--- config.mk ---
export PLATFORM = sky130hd
export DESIGN_NAME = flappy_game_ctrl
export DESIGN_NICKNAME = d
export VERILOG_FILES = /design/src/rtl/flappy_game_ctrl.sv
export SDC_FILE = /design/constraint.sdc
export NUM_CORES = 1
export LEC_CHECK = 0
export ABC_AREA = 1
export CAP_MARGIN = 20
export CORE_MARGIN = 2
export CORE_UTILIZATION = 58
export DETAILED_ROUTE_END_ITERATION = 12
export PLACE_DENSITY_LB_ADDON = 0.3
export SLEW_MARGIN = 20
export SYNTH_ARGS = -nofsm -noshare
export SYNTH_HDL_FRONTEND = slang
export SYNTH_SLANG_ARGS = --single-unit
--- constraint.sdc ---
create_clock -name game_clk -period 3.4 [get_ports game_clk]
set_input_delay 0.34 -clock game_clk [delete_from_list [all_inputs] [get_ports game_clk]]
set_output_delay 0.34 -clock game_clk [all_outputs]
set_load 0.005 [all_outputs]
--- src/rtl/flappy_game_ctrl.sv ---
// Flappy Bird game-state engine: bird physics, two scrolling pipes, collision and score.
// Optional feature macro: PIPE_RANDOM_GAP_EN (LFSR-driven pipe gap height on wrap).
module flappy_game_ctrl #(
    parameter int SCREEN_W = 640,
    parameter int SCREEN_H = 480,
    parameter int BIRD_X   = 100,
    parameter int BIRD_W   = 16,
    parameter int BIRD_H   = 16,
    parameter int PIPE_W   = 40,
    parameter int GAP_H    = 120,
    parameter int GRAVITY  = 1,
    parameter int FLAP_VEL = 8,
    parameter int VMAX     = 8
) (
    input  logic        game_clk,
    input  logic        reset,
    input  logic        flap,
    output logic [10:0] bird_x,
    output logic [10:0] bird_y,
    output logic [10:0] pipe1_x,
    output logic [10:0] pipe1_y,
    output logic [10:0] pipe2_x,
    output logic [10:0] pipe2_y,
    output logic [7:0]  score,
    output logic        playing,
    output logic        game_over
);

    typedef enum logic [1:0] {IDLE, PLAY, DEAD} state_t;

    localparam logic [10:0]        BIRD_Y_RST  = 11'd240;
    localparam logic [10:0]        PIPE1_X_RST = 11'd319;
    localparam logic [10:0]        PIPE2_X_RST = 11'd639;
    localparam logic [10:0]        PIPE1_Y_RST = 11'd250;
    localparam logic [10:0]        PIPE2_Y_RST = 11'd200;
    localparam logic [10:0]        PIPE_X_WRAP = 11'(SCREEN_W - 1);
    localparam logic signed [5:0]  FLAP_S      = 6'(FLAP_VEL);
    localparam logic signed [5:0]  VMAX_S      = 6'(VMAX);
    localparam logic signed [5:0]  GRAV_S      = 6'(GRAVITY);

    state_t             state_q, state_d;
    logic [10:0]        bird_y_q, bird_y_d;
    logic signed [5:0]  vel_q, vel_d;
    logic [10:0]        pipe1_x_q, pipe1_x_d, pipe1_y_q, pipe1_y_d;
    logic [10:0]        pipe2_x_q, pipe2_x_d, pipe2_y_q, pipe2_y_d;
    logic [7:0]         score_q, score_d;
    logic               playing_q, playing_d;
    logic               game_over_q, game_over_d;
    logic               flap_q, flap_d;

    logic               flap_edge;
    logic [11:0]        bird_sum;
    logic signed [5:0]  vel_inc;
    logic               collision;
    logic               pipe1_wrap, pipe2_wrap;
    logic [10:0]        gap1_new, gap2_new;
    logic [8:0]         score_sum;

    // Box-vs-pipe test in 12 bits so pipe_x + PIPE_W never wraps.
    function automatic logic pipe_hit(input logic [10:0] px, input logic [10:0] py,
                                      input logic [10:0] by);
        logic x_ovl, out_gap;
        x_ovl   = (12'(BIRD_X + BIRD_W) > {1'b0, px}) &&
                  (12'(BIRD_X) < ({1'b0, px} + 12'(PIPE_W)));
        out_gap = ({1'b0, by} < ({1'b0, py} - 12'(GAP_H / 2))) ||
                  (({1'b0, by} + 12'(BIRD_H)) > ({1'b0, py} + 12'(GAP_H / 2)));
        return x_ovl && out_gap;
    endfunction

    assign pipe1_wrap = (pipe1_x_q == 11'd0);
    assign pipe2_wrap = (pipe2_x_q == 11'd0);

`ifdef PIPE_RANDOM_GAP_EN
    logic [7:0] lfsr_q, lfsr_d;

    assign lfsr_d   = {lfsr_q[6:0], lfsr_q[7] ^ lfsr_q[5] ^ lfsr_q[4] ^ lfsr_q[3]};
    assign gap1_new = 11'd100 + {3'b000, lfsr_q};
    assign gap2_new = (pipe1_wrap && pipe2_wrap)
                    ? 11'd100 + {3'b000, lfsr_q[3:0], lfsr_q[7:4]}
                    : 11'd100 + {3'b000, lfsr_q};
`else
    assign gap1_new = PIPE1_Y_RST;
    assign gap2_new = PIPE2_Y_RST;
`endif

    assign flap_edge = flap & ~flap_q;
    assign bird_sum  = {1'b0, bird_y_q} + {{6{vel_q[5]}}, vel_q};
    assign vel_inc   = vel_q + GRAV_S;
    assign score_sum = {1'b0, score_q} + 9'(pipe1_x_q == 11'(BIRD_X))
                                       + 9'(pipe2_x_q == 11'(BIRD_X));
    assign collision = (({1'b0, bird_y_q} + 12'(BIRD_H)) >= 12'(SCREEN_H)) ||
                       pipe_hit(pipe1_x_q, pipe1_y_q, bird_y_q) ||
                       pipe_hit(pipe2_x_q, pipe2_y_q, bird_y_q);

    always_comb begin
        state_d   = state_q;
        bird_y_d  = bird_y_q;
        vel_d     = vel_q;
        pipe1_x_d = pipe1_x_q;
        pipe1_y_d = pipe1_y_q;
        pipe2_x_d = pipe2_x_q;
        pipe2_y_d = pipe2_y_q;
        score_d   = score_q;
        flap_d    = flap;
        case (state_q)
            IDLE: begin
                if (flap_edge) begin
                    state_d = PLAY;
                    score_d = 8'd0;
                    vel_d   = -FLAP_S;
                end
            end
            PLAY: begin
                // A collision tick freezes everything so the crash frame stays on screen.
                if (collision) begin
                    state_d = DEAD;
                end else begin
                    bird_y_d = bird_sum[11] ? 11'd0 : bird_sum[10:0];
                    if (flap_edge)
                        vel_d = -FLAP_S;
                    else
                        vel_d = (vel_inc > VMAX_S) ? VMAX_S : vel_inc;
                    if (pipe1_wrap) begin
                        pipe1_x_d = PIPE_X_WRAP;
                        pipe1_y_d = gap1_new;
                    end else begin
                        pipe1_x_d = pipe1_x_q - 11'd1;
                    end
                    if (pipe2_wrap) begin
                        pipe2_x_d = PIPE_X_WRAP;
                        pipe2_y_d = gap2_new;
                    end else begin
                        pipe2_x_d = pipe2_x_q - 11'd1;
                    end
                    score_d = score_sum[8] ? 8'hFF : score_sum[7:0];
                end
            end
            DEAD: begin
                if (flap_edge) begin
                    state_d   = IDLE;
                    bird_y_d  = BIRD_Y_RST;
                    vel_d     = 6'sd0;
                    pipe1_x_d = PIPE1_X_RST;
                    pipe1_y_d = PIPE1_Y_RST;
                    pipe2_x_d = PIPE2_X_RST;
                    pipe2_y_d = PIPE2_Y_RST;
                end
            end
            default: state_d = IDLE;
        endcase
        playing_d   = (state_d == PLAY);
        game_over_d = (state_d == DEAD);
    end

    always_ff @(posedge game_clk) begin
        if (reset) begin
            state_q     <= IDLE;
            bird_y_q    <= BIRD_Y_RST;
            vel_q       <= 6'sd0;
            pipe1_x_q   <= PIPE1_X_RST;
            pipe1_y_q   <= PIPE1_Y_RST;
            pipe2_x_q   <= PIPE2_X_RST;
            pipe2_y_q   <= PIPE2_Y_RST;
            score_q     <= 8'd0;
            playing_q   <= 1'b0;
            game_over_q <= 1'b0;
            flap_q      <= 1'b1;
`ifdef PIPE_RANDOM_GAP_EN
            lfsr_q      <= 8'hA5;
`endif
        end else begin
            state_q     <= state_d;
            bird_y_q    <= bird_y_d;
            vel_q       <= vel_d;
            pipe1_x_q   <= pipe1_x_d;
            pipe1_y_q   <= pipe1_y_d;
            pipe2_x_q   <= pipe2_x_d;
            pipe2_y_q   <= pipe2_y_d;
            score_q     <= score_d;
            playing_q   <= playing_d;
            game_over_q <= game_over_d;
            flap_q      <= flap_d;
`ifdef PIPE_RANDOM_GAP_EN
            lfsr_q      <= lfsr_d;
`endif
        end
    end

    assign bird_x    = 11'(BIRD_X);
    assign bird_y    = bird_y_q;
    assign pipe1_x   = pipe1_x_q;
    assign pipe1_y   = pipe1_y_q;
    assign pipe2_x   = pipe2_x_q;
    assign pipe2_y   = pipe2_y_q;
    assign score     = score_q;
    assign playing   = playing_q;
    assign game_over = game_over_q;

endmodule
==> load_flow_metrics.sql <==
INSERT INTO impl_metrics (metric_group, metric, value, unit) VALUES
('run_status', 'run_status', 'finished clean', ''),
('power', 'vdd.ir_drop.worst', '0.233', 'mV'),
('clocking', 'tritoncts.num_buffers', '5', ''),
('timing', 'grt_setup_unrepaired', 'no', ''),
('cells_and_area', 'syn_to_final_growth', '9.73', '%'),
('floorplanning', 'ioPinCount', '79', ''),
('critical_path', 'critPathArrivalTime', '3.20', 'ns'),
('global_routing', 'overflow', '0', ''),
('clocking', 'worstSkewPairLatency', '0.31', 'ns'),
('synthesis', 'seq_area_frac_synth', '23.1', '%'),
('global_routing', 'grt_pass1_wl', '18500', 'um'),
('synthesis', 'synth_cell_types', '47', ''),
('synthesis', 'synth_common_cells', 'sky130_fd_sc_hd__nand2_1, sky130_fd_sc_hd__nor2_1, sky130_fd_sc_hd__inv_1', ''),
('cells_and_area', 'fin_util', '64.8', '%'),
('drt', 'drt_first_iter_violations', '376', ''),
('synthesis', 'asyncSetResetFlopFracSynth', '0', '%'),
('power', 'power.leakage', '2.39', 'nW'),
('synthesis', 'post_synth_inst_count', '703', ''),
('timing', 'timing.max_slew.rel_slack', '56.2', '%'),
('placed_design', 'pre_cts_ws', '0.480', 'ns'),
('critical_path', 'critical_path_required', '3.65', 'ns'),
('synthesis', 'synth-seq-cells', '52', ''),
('cells_and_area', 'nets_finish', '769', ''),
('clocking', 'post-cts-setup-buffers', '0', ''),
('floorplanning', 'core_area', '7650', 'um2'),
('timing', 'period_needed', '2.95', 'ns'),
('drt', 'via_per_inst', '5.48', ''),
('placed_design', 'placedCellCount', '829', ''),
('critical_path', 'worstSetupPathType', 'reg2reg', ''),
('clocking', 'postCtsResizedCells', '0', ''),
('timing', 'worst_slew_pin_slew', '0.656', 'ns'),
('clocking', 'cts.path.max_buffers', '2', ''),
('floorplanning', 'core.rowCount', '32', ''),
('floorplanning', 'die_width', '92.2', 'um'),
('synthesis', 'syn_area', '4520', 'um2'),
('critical_path', 'critical_path_maximum_fanout', '5', ''),
('clocking', 'clock_tree.root_cell', 'sky130_fd_sc_hd__clkbuf_8', ''),
('clocking', 'htreeDepth', '2', ''),
('timing', 'setup_viol_count_final', '0', ''),
('drt', 'first_pass_iteration_count_of_the_detailed_router', '5', ''),
('power', 'design_power_total', '1.58', 'mW'),
('synthesis', 'synth_top_area_share', '23.1', '%'),
('timing', 'finalHoldViolations', '0', ''),
('clocking', 'cts.reportedPaths.clkPinSlew', '0.10', 'ns'),
('synthesis', 'ys.warnings.count', '0', ''),
('global_routing', 'antenna_found_initial', '0', ''),
('cells_and_area', 'final_std_cells_w_o_fill', '837', ''),
('synthesis', 'synth_area_leader_cell', 'sky130_fd_sc_hd__dfxtp_1', ''),
('cells_and_area', 'fraction_of_layout_instances_using_a_drive_strength_above_1', '5.03', '%'),
('global_routing', 'grt_usage', '26.2', '%'),
('synthesis', 'netlist_top_cells_area', 'sky130_fd_sc_hd__dfxtp_1, sky130_fd_sc_hd__nand2_1, sky130_fd_sc_hd__ha_1, sky130_fd_sc_hd__nor2_1, sky130_fd_sc_hd__nand4_1', ''),
('synthesis', 'number_of_enable_flip_flop_cells_after_synthesis', '0', ''),
('cells_and_area', 'n_antenna_cell', '0', ''),
('floorplanning', 'die-area', '8510', 'um2'),
('drt', 'drt_drc_violations_left', '0', ''),
('synthesis', 'most_numerous_cell_in_the_yosys_netlist', 'sky130_fd_sc_hd__nand2_1', ''),
('clocking', 'post_cts_hold_buffer_count', '0', ''),
('timing', 'setup-tns-final', '0', 'ns'),
('placed_design', 'gp_congestion', '0.931', ''),
('clocking', 'tritoncts', 'yes', ''),
('cells_and_area', 'final_cell_area', '4950', 'um2'),
('timing', 'finalMaxSlewViolations', '0', ''),
('synthesis', 'post_synth.cell_area_avg', '6.42', 'um2'),
('timing', 'fin_worst_skew', '0.00705', 'ns'),
('timing', 'fmaxAchievable', '339', 'MHz'),
('drt', 'routed_wl', '11000', 'um'),
('placed_design', 'dpl.hpwl', '8020', 'um'),
('synthesis', 'synth_flop_cell', 'sky130_fd_sc_hd__dfxtp_1', ''),
('critical_path', 'worst_setup_path_start_kind', 'flop', ''),
('hold_path', 'hold_class', 'reg2reg', ''),
('floorplanning', 'floorplan.die.height', '92.2', 'um');
==> worst max-delay path: stages, from the launching register on <==
cell and delay (ns):
sky130_fd_sc_hd__dfxtp_1 0.36, sky130_fd_sc_hd__inv_1 0.09, sky130_fd_sc_hd__ha_1 0.18, sky130_fd_sc_hd__nand3_1 0.12
sky130_fd_sc_hd__nor4_1 0.55, sky130_fd_sc_hd__fa_1 0.33, sky130_fd_sc_hd__ha_1 0.19, sky130_fd_sc_hd__nand2_1 0.08
sky130_fd_sc_hd__nor3_1 0.27, sky130_fd_sc_hd__and2_1 0.20, sky130_fd_sc_hd__nand2_1 0.08, sky130_fd_sc_hd__inv_1 0.12
sky130_fd_sc_hd__o21ai_0 0.08, sky130_fd_sc_hd__nand2_1 0.12, sky130_fd_sc_hd__nand2_1 0.06, sky130_fd_sc_hd__nor2_1 0.07
==> power by group <==
part	internal (mW)	switching (mW)	total, mW
clock network	0.166	0.210	0.376
registers	0.644	0.0632	0.707
logic	0.203	0.290	0.492
==> layout by cell type, fill, tap and decap left out, drive strengths merged <==
cell / Yosys / routed
clkinv: 2 / 2
a31oi: 1 / 1
nand3b: 1 / 1
a21oi: 33 / 33
or2: 5 / 5
ha: 30 / 30
clkdlybuf4s50: 0 / 45
o21ai: 24 / 24
dfxtp: 52 / 52
xor2: 16 / 16
a21boi: 4 / 4
nand2: 179 / 179
a21o: 1 / 1
nor3: 15 / 15
nor2: 92 / 92
nand3: 53 / 53
inv: 74 / 74
clkinvlp: 0 / 1
o211ai: 2 / 2
o31ai: 1 / 1
clkbuf: 14 / 7
nor4: 1 / 1
and2: 1 / 1
buf: 44 / 6
o21bai: 1 / 1
conb: 2 / 33
fa: 2 / 2
nand4: 46 / 46
xnor2: 7 / 7
==> area by class of cell <==
cell class                 count  area, um2
clock buffer                   7       86.3
clock inverter                 1       7.51
fill                         685       2690
inverter                      76        285
multi-input combinational    548       2900
sequential                    52       1040
tap                          102        128
timing repair buffer          51        508
==> routing by layer <==
metal | global-route usage (%) | share of wire [%] | vias up
met5 | 0 | 0 | -
met4 | 8.96 | 2.4 | 0
met3 | 2.96 | 5.5 | 27
met2 | 46.1 | 48 | 170
met1 | 33.1 | 44 | 2114
li1 | - | - | 2275
==> worst paths after layout <==
check,start,slack (ns),to,cells after the start
worst max-delay path,pipe2_x[0],0.45,score[4],15
worst min register to register,pipe2_x[8],0.50,pipe2_x[8],2
worst min-delay path,pipe2_x[8],0.50,pipe2_x[8],2
worst max register to register,pipe2_x[0],0.45,score[4],15
==> state kept, by name, summed over array words and instances (netlist names) <==
name       count
state_q        2
pipe2_x       11
vel_q          6
score          8
bird_y        11
pipe1_x       11
playing        1
flap_q         1
game_over      1
==> logic make-up after synthesis <==
group	count (synthesis)	synth area share, %
fa+ha+maj	32	9.20
flops	52	23.1
compound gates	67	8.70
other cells	2	0.166
buf+inv	134	15.3
simple gates	393	39.1
xor+xnor	23	4.46
No activity file was read; power rests on OpenSTA's default activity.
